<file path="config.mk">
export PLATFORM = sky130hd
export DESIGN_NAME = riscboy_ppu_bus_scheduler
export DESIGN_NICKNAME = d
export VERILOG_FILES = /design/src/rtl/riscboy_ppu_bus_scheduler.sv
export SDC_FILE = /design/constraint.sdc
export NUM_CORES = 1
export LEC_CHECK = 0
export ABC_AREA = 1
export CORE_MARGIN = 5
export CORE_UTILIZATION = 47
export CTS_CLUSTER_SIZE = 12
export DETAILED_ROUTE_END_ITERATION = 6
export PLACE_DENSITY = 0.95
export SYNTH_ARGS = -nofsm -noshare
export SYNTH_HDL_FRONTEND = slang
export SYNTH_SLANG_ARGS = --single-unit
</file>
<file path="constraint.sdc">
create_clock -name clk -period 7.05 [get_ports clk]
set_clock_uncertainty 0.15 [all_clocks]
set_input_delay 1.7625 -clock clk [delete_from_list [all_inputs] [get_ports clk]]
set_output_delay 1.7625 -clock clk [all_outputs]
set_load 0.1 [all_outputs]
</file>
<file path="src/rtl/riscboy_ppu_bus_scheduler.sv">
// Shares the PPU's read port among N_REQ address generators: urgent-first / round-robin
// arbitration, credit-gated issue, registered address stage, steered responses.
// Optional stall statistics counter: define RISCBOY_PPU_SCHED_STATS_EN.
module riscboy_ppu_bus_scheduler #(
  parameter int N_REQ         = 4,
  parameter int W_ADDR        = 18,
  parameter int W_DATA        = 16,
  parameter int MAX_IN_FLIGHT = 4
) (
  input  logic                    clk,
  input  logic                    rst_n,
  input  logic                    ppu_running,
  input  logic [N_REQ-1:0]        req_vld,
  input  logic [N_REQ-1:0]        req_urgent,
  output logic [N_REQ-1:0]        req_rdy,
  input  logic [N_REQ*W_ADDR-1:0] req_addr,
  output logic [N_REQ-1:0]        req_dph_vld,
  output logic [W_DATA-1:0]       req_dph_data,
  output logic [W_ADDR-1:0]       mem_addr,
  output logic                    mem_addr_vld,
  input  logic                    mem_addr_rdy,
  input  logic [W_DATA-1:0]       mem_rdata,
  input  logic                    mem_rdata_vld,
  output logic                    busy,
  output logic                    err_spurious,
  output logic [15:0]             stall_cycles
);

  localparam int IFW = $clog2(MAX_IN_FLIGHT + 1);
  localparam int PW  = (MAX_IN_FLIGHT > 1) ? $clog2(MAX_IN_FLIGHT) : 1;
  localparam int IW  = $clog2(N_REQ);
  localparam logic [IFW-1:0] MAX_IF   = IFW'(MAX_IN_FLIGHT);
  localparam logic [PW-1:0]  PTR_LAST = PW'(MAX_IN_FLIGHT - 1);

  // Handshakes are valid/ready: a beat transfers on a cycle where both are high;
  // valid is never made to depend on ready, and a pending valid holds until taken.

  logic [IFW-1:0]    in_flight_q, in_flight_d;
  logic [IFW-1:0]    buf_cnt_q, buf_cnt_d;
  logic [PW-1:0]     wr_ptr_q, wr_ptr_d;
  logic [PW-1:0]     rd_ptr_q, rd_ptr_d;
  logic [N_REQ-1:0]  buf_q [MAX_IN_FLIGHT];
  logic [N_REQ-1:0]  rr_last_q;
  logic [N_REQ-1:0]  owner_q;
  logic [W_ADDR-1:0] mem_addr_q;
  logic              mem_addr_vld_q;
  logic              err_q;

  logic              stage_free;
  logic              issue;
  logic              hs;
  logic              push;
  logic              rsp_ok;
  logic [N_REQ-1:0]  urgent;
  logic [N_REQ-1:0]  grant;
  logic [IW-1:0]     last_idx;
  logic [IW:0]       rr_idx;
  logic              found;
  logic [W_ADDR-1:0] sel_addr;

  assign stage_free = !mem_addr_vld_q || mem_addr_rdy;
  assign issue      = ppu_running && (in_flight_q < MAX_IF) && stage_free;
  assign urgent     = req_vld & req_urgent;

  always_comb begin
    grant    = '0;
    last_idx = '0;
    rr_idx   = '0;
    found    = 1'b0;
    for (int i = 0; i < N_REQ; i++) begin
      if (rr_last_q[i]) last_idx = IW'(i);
    end
    if (issue) begin
      if (|urgent) begin
        // Descending scan so the lowest-index urgent requester is written last.
        for (int i = N_REQ - 1; i >= 0; i--) begin
          if (urgent[i]) begin
            grant    = '0;
            grant[i] = 1'b1;
          end
        end
      end else begin
        for (int k = 1; k <= N_REQ; k++) begin
          rr_idx = {1'b0, last_idx} + (IW+1)'(k);
          if (rr_idx >= (IW+1)'(N_REQ)) rr_idx = rr_idx - (IW+1)'(N_REQ);
          if (!found && req_vld[rr_idx[IW-1:0]]) begin
            grant[rr_idx[IW-1:0]] = 1'b1;
            found                 = 1'b1;
          end
        end
      end
    end
  end

  always_comb begin
    sel_addr = '0;
    for (int i = 0; i < N_REQ; i++) begin
      if (grant[i]) sel_addr = sel_addr | req_addr[i*W_ADDR +: W_ADDR];
    end
  end

  assign hs     = |grant;
  assign push   = mem_addr_vld_q && mem_addr_rdy;
  assign rsp_ok = mem_rdata_vld && (buf_cnt_q != '0);

  always_comb begin
    in_flight_d = in_flight_q;
    buf_cnt_d   = buf_cnt_q;
    wr_ptr_d    = wr_ptr_q;
    rd_ptr_d    = rd_ptr_q;
    case ({hs, rsp_ok})
      2'b10:   in_flight_d = in_flight_q + 1'b1;
      2'b01:   in_flight_d = in_flight_q - 1'b1;
      default: in_flight_d = in_flight_q;
    endcase
    case ({push, rsp_ok})
      2'b10:   buf_cnt_d = buf_cnt_q + 1'b1;
      2'b01:   buf_cnt_d = buf_cnt_q - 1'b1;
      default: buf_cnt_d = buf_cnt_q;
    endcase
    if (push)   wr_ptr_d = (wr_ptr_q == PTR_LAST) ? '0 : wr_ptr_q + 1'b1;
    if (rsp_ok) rd_ptr_d = (rd_ptr_q == PTR_LAST) ? '0 : rd_ptr_q + 1'b1;
  end

  always_ff @(posedge clk or negedge rst_n) begin
    if (!rst_n) begin
      in_flight_q    <= '0;
      buf_cnt_q      <= '0;
      wr_ptr_q       <= '0;
      rd_ptr_q       <= '0;
      rr_last_q      <= {1'b1, {(N_REQ-1){1'b0}}};
      owner_q        <= '0;
      mem_addr_q     <= '0;
      mem_addr_vld_q <= 1'b0;
      err_q          <= 1'b0;
      for (int i = 0; i < MAX_IN_FLIGHT; i++) buf_q[i] <= '0;
    end else begin
      in_flight_q <= in_flight_d;
      buf_cnt_q   <= buf_cnt_d;
      wr_ptr_q    <= wr_ptr_d;
      rd_ptr_q    <= rd_ptr_d;
      if (hs) begin
        mem_addr_q     <= sel_addr;
        mem_addr_vld_q <= 1'b1;
        owner_q        <= grant;
        rr_last_q      <= grant;
      end else if (stage_free) begin
        mem_addr_vld_q <= 1'b0;
      end
      if (push) buf_q[wr_ptr_q] <= owner_q;
      if (mem_rdata_vld && (buf_cnt_q == '0)) err_q <= 1'b1;
    end
  end

  assign req_rdy      = grant;
  assign req_dph_vld  = rsp_ok ? buf_q[rd_ptr_q] : '0;
  assign req_dph_data = mem_rdata;
  assign mem_addr     = mem_addr_q;
  assign mem_addr_vld = mem_addr_vld_q;
  assign busy         = (in_flight_q != '0);
  assign err_spurious = err_q;

`ifdef RISCBOY_PPU_SCHED_STATS_EN
  logic [15:0] stall_q;

  // Counts cycles where someone wants the bus while running but nobody is granted.
  always_ff @(posedge clk or negedge rst_n) begin
    if (!rst_n) begin
      stall_q <= '0;
    end else if (|req_vld && ppu_running && (grant == '0) && (stall_q != 16'hFFFF)) begin
      stall_q <= stall_q + 16'd1;
    end
  end

  assign stall_cycles = stall_q;
`else
  assign stall_cycles = 16'h0000;
`endif

endmodule

</file>
==> run summary, run 1 <==
# resized after CTS = 0
Reg power frac = 0.219
Worst slew pin tran = 1.11 ns
Area Growth Syn to Fin = 28.8%
Met1 usage = 0.247
PwrDens = 493 nW/um^2
1st-iter DRT viols = 161
Leakage power total = 2.35 nW
DRT antenna net count = 0
CTS tree = built
Register bit count reported by yosys = 51
I/O Buffers = 113
Min Tclk post-route = 6.07 ns
Syn avg cell area = 7.60 sq um
Drt via density = 5.30
Net Sw Frac = 0.595
CP Capture Type = primary output
Post-synthesis xor/xnor area fraction = 0.00920
Clk buf depth = 2
Core Region = 7810 sq um
Die H = 100 um
Switching pwr = 1.44 mW
DR pass1 iterations = 5
Via total after detailed routing = 3689
Hold_sp = buf_q[2]
Crit Path Max Fanout = 26
Final setup viols = 0
Type of the worst min-delay path = flip-flop to flip-flop
Ratio of cells with drive above 1 in the final layout = 0.106
Post-synthesis sequential area ratio = 0.335
Total track usage = 0.202
Crit Path Class = input pin to primary output
Met3 global-route usage = 0.0688
# hold bufs at CTS = 0
Area contributors post-synth = dfrtp_1, nand3_1, nand2_1, buf_4, nor2_1
Crit. Startpoint = req_vld[2]
Mux cell area share after synthesis = 0.00296
Main combinational cell family by area after synthesis = simple AND/OR/NAND/NOR gates
Layout fillers = 652
Die Wd = 100 um
Max-slew headroom = 0.263
# H-tree levels = 2
Drt drc = 0
Final Max Slew Viols = 0
Die area = 10000 sq um
Max Cap Viol = 0
CTS Buf Count = 5
R2R Path Start = rr_last_q[2]
Share of the synthesized area in the top cell type = 0.328
Final hold vios = 0
Global-route wire length before repair = 16700 um
Initial antenna violation count = 0
Run status = finished clean
CP Data Arrival Time = 4.16 ns
GRT overflow = 0
CTS Sinks = 51
Synth unique cells = 33
Clock transition at path regs = 0.10 ns
ANT cells = 0
Boundary Pins = 162
Period utilization = 0.861
WHS = 0.339 ns
Met2 layer usage reported by global route = 0.348
Startpoint Class = input pin
Number of global-route vias before repair = 3632
Final #Nets = 711
RSZ-0062 raised after global routing = no
Post-synth design cell area = 3810 sq um
Post-synthesis simple-gate area fraction = 0.392
Max IR drop VDD = 0.305 mV
Internal = 980 uW
Initial Util = 0.488
Post-CTS Setup Bufs = 0
GPL Wtd Cong = 0.933
Largest net degree at the start of global routing = 52
HPWL after detailed placement = 7750 um
Clk_lat worst skew = 0.30 ns
Yosys warnings = 0
Post-synth top area cell = dfrtp_1
WL final = 10300 um
Comb pwr share = 0.706
Gr busiest metal = met2
Synth Area in Adders = 0.0598
Synth Instances = 501
Required @ worst endpoint = 5.14 ns
Fin Setup TNS = 0 ns
Clock power share = 0.074
DR WL/cell = 14.7 um
Root Buffer = clkbuf_8
Synth Area in Compound Gates = 0.0571
Cell Rows = 32
Fmax = 165 MHz
## cell families (layout without fill, tap and decap cells)
logic type      after synthesis  after routing
simple gates                286            286
buf+inv                     100            178
flops                        51             51
compound gates               41             41
fa+ha+maj                    17             17
xor+xnor                      4              4
other cells                   1             16
mux                           1              1
## metrics by stage
step | utilization | setup WS (ns) | cells | instance area, sq um | power (mW)
CTS | 0.629 | 0.995 | 696 | 4910 | 2.43
global route | 0.629 | 0.790 | 696 | 4910 | 2.59
detailed placement | 0.616 | 0.994 | 688 | 4810 | 2.24
finish | 0.629 | 0.982 | 696 | 4910 | 2.42
global placement | 0.616 | 1.11 | 688 | 4810 | 2.19
floorplan | - | 1.81 | 516 | 3870 | 1.90
## final timing paths
kind | cells after the start | endpoint | slack [ns]
max | 10 | req_rdy[1] | 0.98
min | 2 | buf_q[2] | 0.34
max reg2reg | 16 | in_flight_q[1] | 2.49
min reg2reg | 2 | buf_q[2] | 0.34
max in group asynchronous | 1 | mem_addr[5] | 4.56
min in group asynchronous | 1 | rd_ptr_q[1] | 1.51
## worst max-delay path, cell delays in order
cell	delay (ns)
clkdlybuf4s50_1	0.52
nand2_1	0.15
nand3_1	0.09
nor2_1	0.26
nand2_1	0.11
nor2_2	0.17
nand3_4	0.23
nand2_2	0.46
inv_1	0.17
buf_12	0.20
## routing by layer
layer	vias up	routed length [um]
met5	-	0
met4	0	102
met3	13	1100
met2	182	5220
met1	1709	3840
li1	1785	-
## synthesized netlist by cell type
cell type  count
a21oi_1        6
a21oi_2        2
a31o_2         1
a31oi_1        1
buf_2          4
buf_4         35
buf_6          4
clkbuf_1       4
conb_1         1
dfrtp_1       50
dfstp_2        1
fa_1           2
ha_1          15
inv_1         49
inv_2          3
inv_4          1
mux2_2         1
nand2_1       74
nand2_2        6
nand2_4        6
nand2_8        1
nand3_1       91
nand3_2       12
nand3_4        3
nand4_1       24
nor2_1        59
nor2_2         5
nor2_4         3
nor2_8         1
nor3_1         1
o21ai_0       31
xnor2_1        3
xor2_1         1
## registers in the layout, summed over array words and instances (netlist names)
signal,count
mem_addr,18
buf_q,16
rr_last_q,4
buf_cnt_q,3
in_flight_q,3
rd_ptr_q,2
wr_ptr_q,2
err_spurious,1
mem_addr_vld,1
owner_q,1
## power groups by stage
| stage | sequential, mW | clock, mW | combinational [mW] |
|---|---|---|---|
| 2_1_floorplan | 0.900 | 0 | 1.00 |
| 3_3_place_gp | 0.530 | 0 | 1.66 |
| 3_5_place_dp | 0.534 | 0 | 1.70 |
| 4_1_cts | 0.530 | 0.186 | 1.71 |
| 5_1_grt | 0.549 | 0.198 | 1.84 |
| 6_report | 0.530 | 0.180 | 1.71 |
## layout by cell type (no fill, tap or decap), types with 3 or more instances in the layout
cell,count
inv_1,49
xnor2_1,3
nand2_1,74
conb_1,16
nand2_4,6
inv_2,3
nor2_2,5
ha_1,15
nor2_4,3
nand2_2,6
clkbuf_8,5
o21ai_0,31
clkdlybuf4s50_1,108
nor2_1,59
buf_4,7
nand3_1,91
nand4_1,24
a21oi_1,6
nand3_2,12
dfrtp_1,50
nand3_4,3
## cell type report
type,instances,area [sq um],area share
clock inverter,3,28.8,0.00586
sequential,51,1280,0.260
tap,102,128,0.0260
inverter,53,201,0.0411
multi-input combinational,365,2040,0.417
clock buffer,5,68.8,0.0140
timing repair buffer,117,1160,0.236
No activity file was read; power rests on OpenSTA's default activity.
==> inputs of run 2 (changes only) <==
- CAP_MARGIN: unset -> 10
==> run summary, run 2 (synthesis gave the netlist of run 1 again) <==
Run status = finished clean (unchanged)
Initial Util = 0.488 (unchanged)
Drt via density = 5.27 (was 5.30)
Fmax = 165 MHz (about the same)
Reg2reg end = in_flight_q[1] (unchanged)
Final hold vios = 0 (unchanged)
Largest register FFs = 18 (unchanged)
Leakage power total = 2.36 nW (was 2.35 nW)
Via total after detailed routing = 3670 (was 3689)
Max-slew headroom = 0.328 (was 0.263)
CP Capture Type = primary output (unchanged)
Hold_sp = buf_q[2] (unchanged)
Final Max Slew Viols = 0 (unchanged)
ANT cells = 0 (unchanged)
Number of global-route vias before repair = 3632 (unchanged)
WL final = 10300 um (about the same)
GRT overflow = 0 (unchanged)
# hold bufs at CTS = 0 (unchanged)
PwrDens = 491 nW/um^2 (was 493 nW/um^2)
Hold Path End = buf_q[2] (unchanged)
Final setup viols = 0 (unchanged)
Post-CTS Setup Bufs = 0 (unchanged)
Crit Path Class = input pin to primary output (unchanged)
Final instance area = 4930 sq um (was 4910 sq um)
Die H = 100 um (unchanged)
CTS Buf Count = 5 (unchanged)
RSZ-0062 raised after global routing = no (unchanged)
Drt drc = 0 (unchanged)
Layout fillers = 643 (was 652)
Startpoint Class = input pin (unchanged)
Most frequent cells in the layout = clkdlybuf4s50_1, nand3_1, nand2_1 (unchanged)
Total track usage = 0.202 (unchanged)
R2R Path Start = rr_last_q[2] (unchanged)
DRT antenna net count = 0 (unchanged)
Type of the worst min-delay path = flip-flop to flip-flop (unchanged)
Period utilization = 0.860 (was 0.861)
1st-iter DRT viols = 150 (was 161)
Worst R2R Setup Slack = 2.49 ns (about the same)
Clk_lat worst skew = 0.30 ns (about the same)
Max IR drop VDD = 0.305 mV (about the same)
Most common cell after layout, fill and taps aside = clkdlybuf4s50_1 (unchanged)
Most frequent CP cell = nand2_1 (unchanged)
Crit path cell chain = clkdlybuf4s50_1 -> nand2_1 -> nand3_1 -> nor2_1 -> nand2_1 -> nor2_2 -> nand3_4 -> nand2_2 -> inv_1 -> buf_12 (unchanged)
Global-route wire length before repair = 16700 um (unchanged)
# H-tree levels = 2 (unchanged)
Fin Setup TNS = 0 ns (unchanged)
Crit Path Max Fanout = 26 (unchanged)
Clock transition at path regs = 0.10 ns (about the same)
Initial antenna violation count = 0 (unchanged)
Worst path slowest cell = clkdlybuf4s50_1 (unchanged)
HPWL after detailed placement = 7750 um (unchanged)
Boundary Pins = 162 (unchanged)
Root Buffer = clkbuf_8 (unchanged)
Max Cap Viol = 0 (unchanged)
Required @ worst endpoint = 5.14 ns (about the same)
# resized after CTS = 0 (unchanged)
CP max stage delay = 0.52 ns (about the same)
Post-DP Area = 4810 sq um (unchanged)
Largest net degree at the start of global routing = 52 (unchanged)
Die Wd = 100 um (unchanged)
CTS Sinks = 51 (unchanged)
CP Data Arrival Time = 4.15 ns (was 4.16 ns)
Hold Path Depth = 2 (unchanged)
Die area = 10000 sq um (unchanged)
Min Tclk post-route = 6.06 ns (was 6.07 ns)
Cell Rows = 32 (unchanged)
Worst slew pin tran = 1.00 ns (was 1.11 ns)
Area Growth Syn to Fin = 29.3% (was 28.8%)
Ratio of cells with drive above 1 in the final layout = 0.108 (was 0.106)
Final #Nets = 712 (was 711)
GPL Wtd Cong = 0.933 (unchanged)
CTS tree = built (unchanged)
Core Region = 7810 sq um (unchanged)
I/O Buffers = 113 (unchanged)
Clk buf depth = 2 (unchanged)
Worst r2r path cells = 16 (unchanged)
DR pass1 iterations = 5 (unchanged)
DR WL/cell = 14.7 um (about the same)
-- run 2: cell count changes in the layout (fill, tap and decap cells not counted), sizes merged --
| cell | previous run | this run |
|---|---|---|
| buf | 9 | 10 |
-- run 2: critical path: cells and delay by family --
kind | cells | cell delay [ns]
buf+inv | 3 | 0.89
simple gates | 7 | 1.48
-- run 2: worst max path at each step --
| stage | start | endpoint | depth (start not counted) |
|---|---|---|---|
| detailed placement | req_vld[2] | req_rdy[1] | 10 |
| floorplan | mem_rdata_vld | req_dph_vld[0] | 2 |
| CTS | req_vld[2] | req_rdy[1] | 10 |
| global route | req_vld[2] | req_rdy[1] | 10 |
| finish | req_vld[2] | req_rdy[1] | 10 |
| global placement | req_vld[2] | req_rdy[1] | 10 |
-- run 2: cell type report --
type,instances,area (sq um),area share
flip-flops and latches,51,1280,0.259
clock buffers,5,68.8,0.0140
well taps,102,128,0.0259
multi-input cells,365,2040,0.415
inverters,53,201,0.0409
clock inverters,3,28.8,0.00584
repair buffers,118,1180,0.239
-- run 2: metrics by stage --
step / std cells / hold slack [ns] / setup slack [ns] / total power, mW / utilization
after global placement: 688 / 0.300 / 1.11 / 2.19 / 0.616
after detailed placement: 688 / 0.318 / 0.994 / 2.24 / 0.616
after floorplan: 516 / 0.297 / 1.81 / 1.90 / -
after global routing: 697 / 0.362 / 0.790 / 2.59 / 0.631
after CTS: 696 / 0.343 / 0.995 / 2.43 / 0.629
final: 697 / 0.341 / 0.986 / 2.42 / 0.631
-- run 2: power by group --
group | switching [mW] | total (mW) | leakage, nW | internal, mW
clock | 0.107 | 0.181 | 0.0502 | 0.0738
sequential | 0.0980 | 0.530 | 0.638 | 0.432
combinational | 1.24 | 1.71 | 1.67 | 0.475
-- run 2: routing by layer --
layer	vias to the layer above	wire (um)	GRT usage
li1	1789	-	-
met1	1685	3910	0.247
met2	180	5200	0.348
met3	16	1040	0.0688
met4	0	116	0.0415
met5	-	0	0
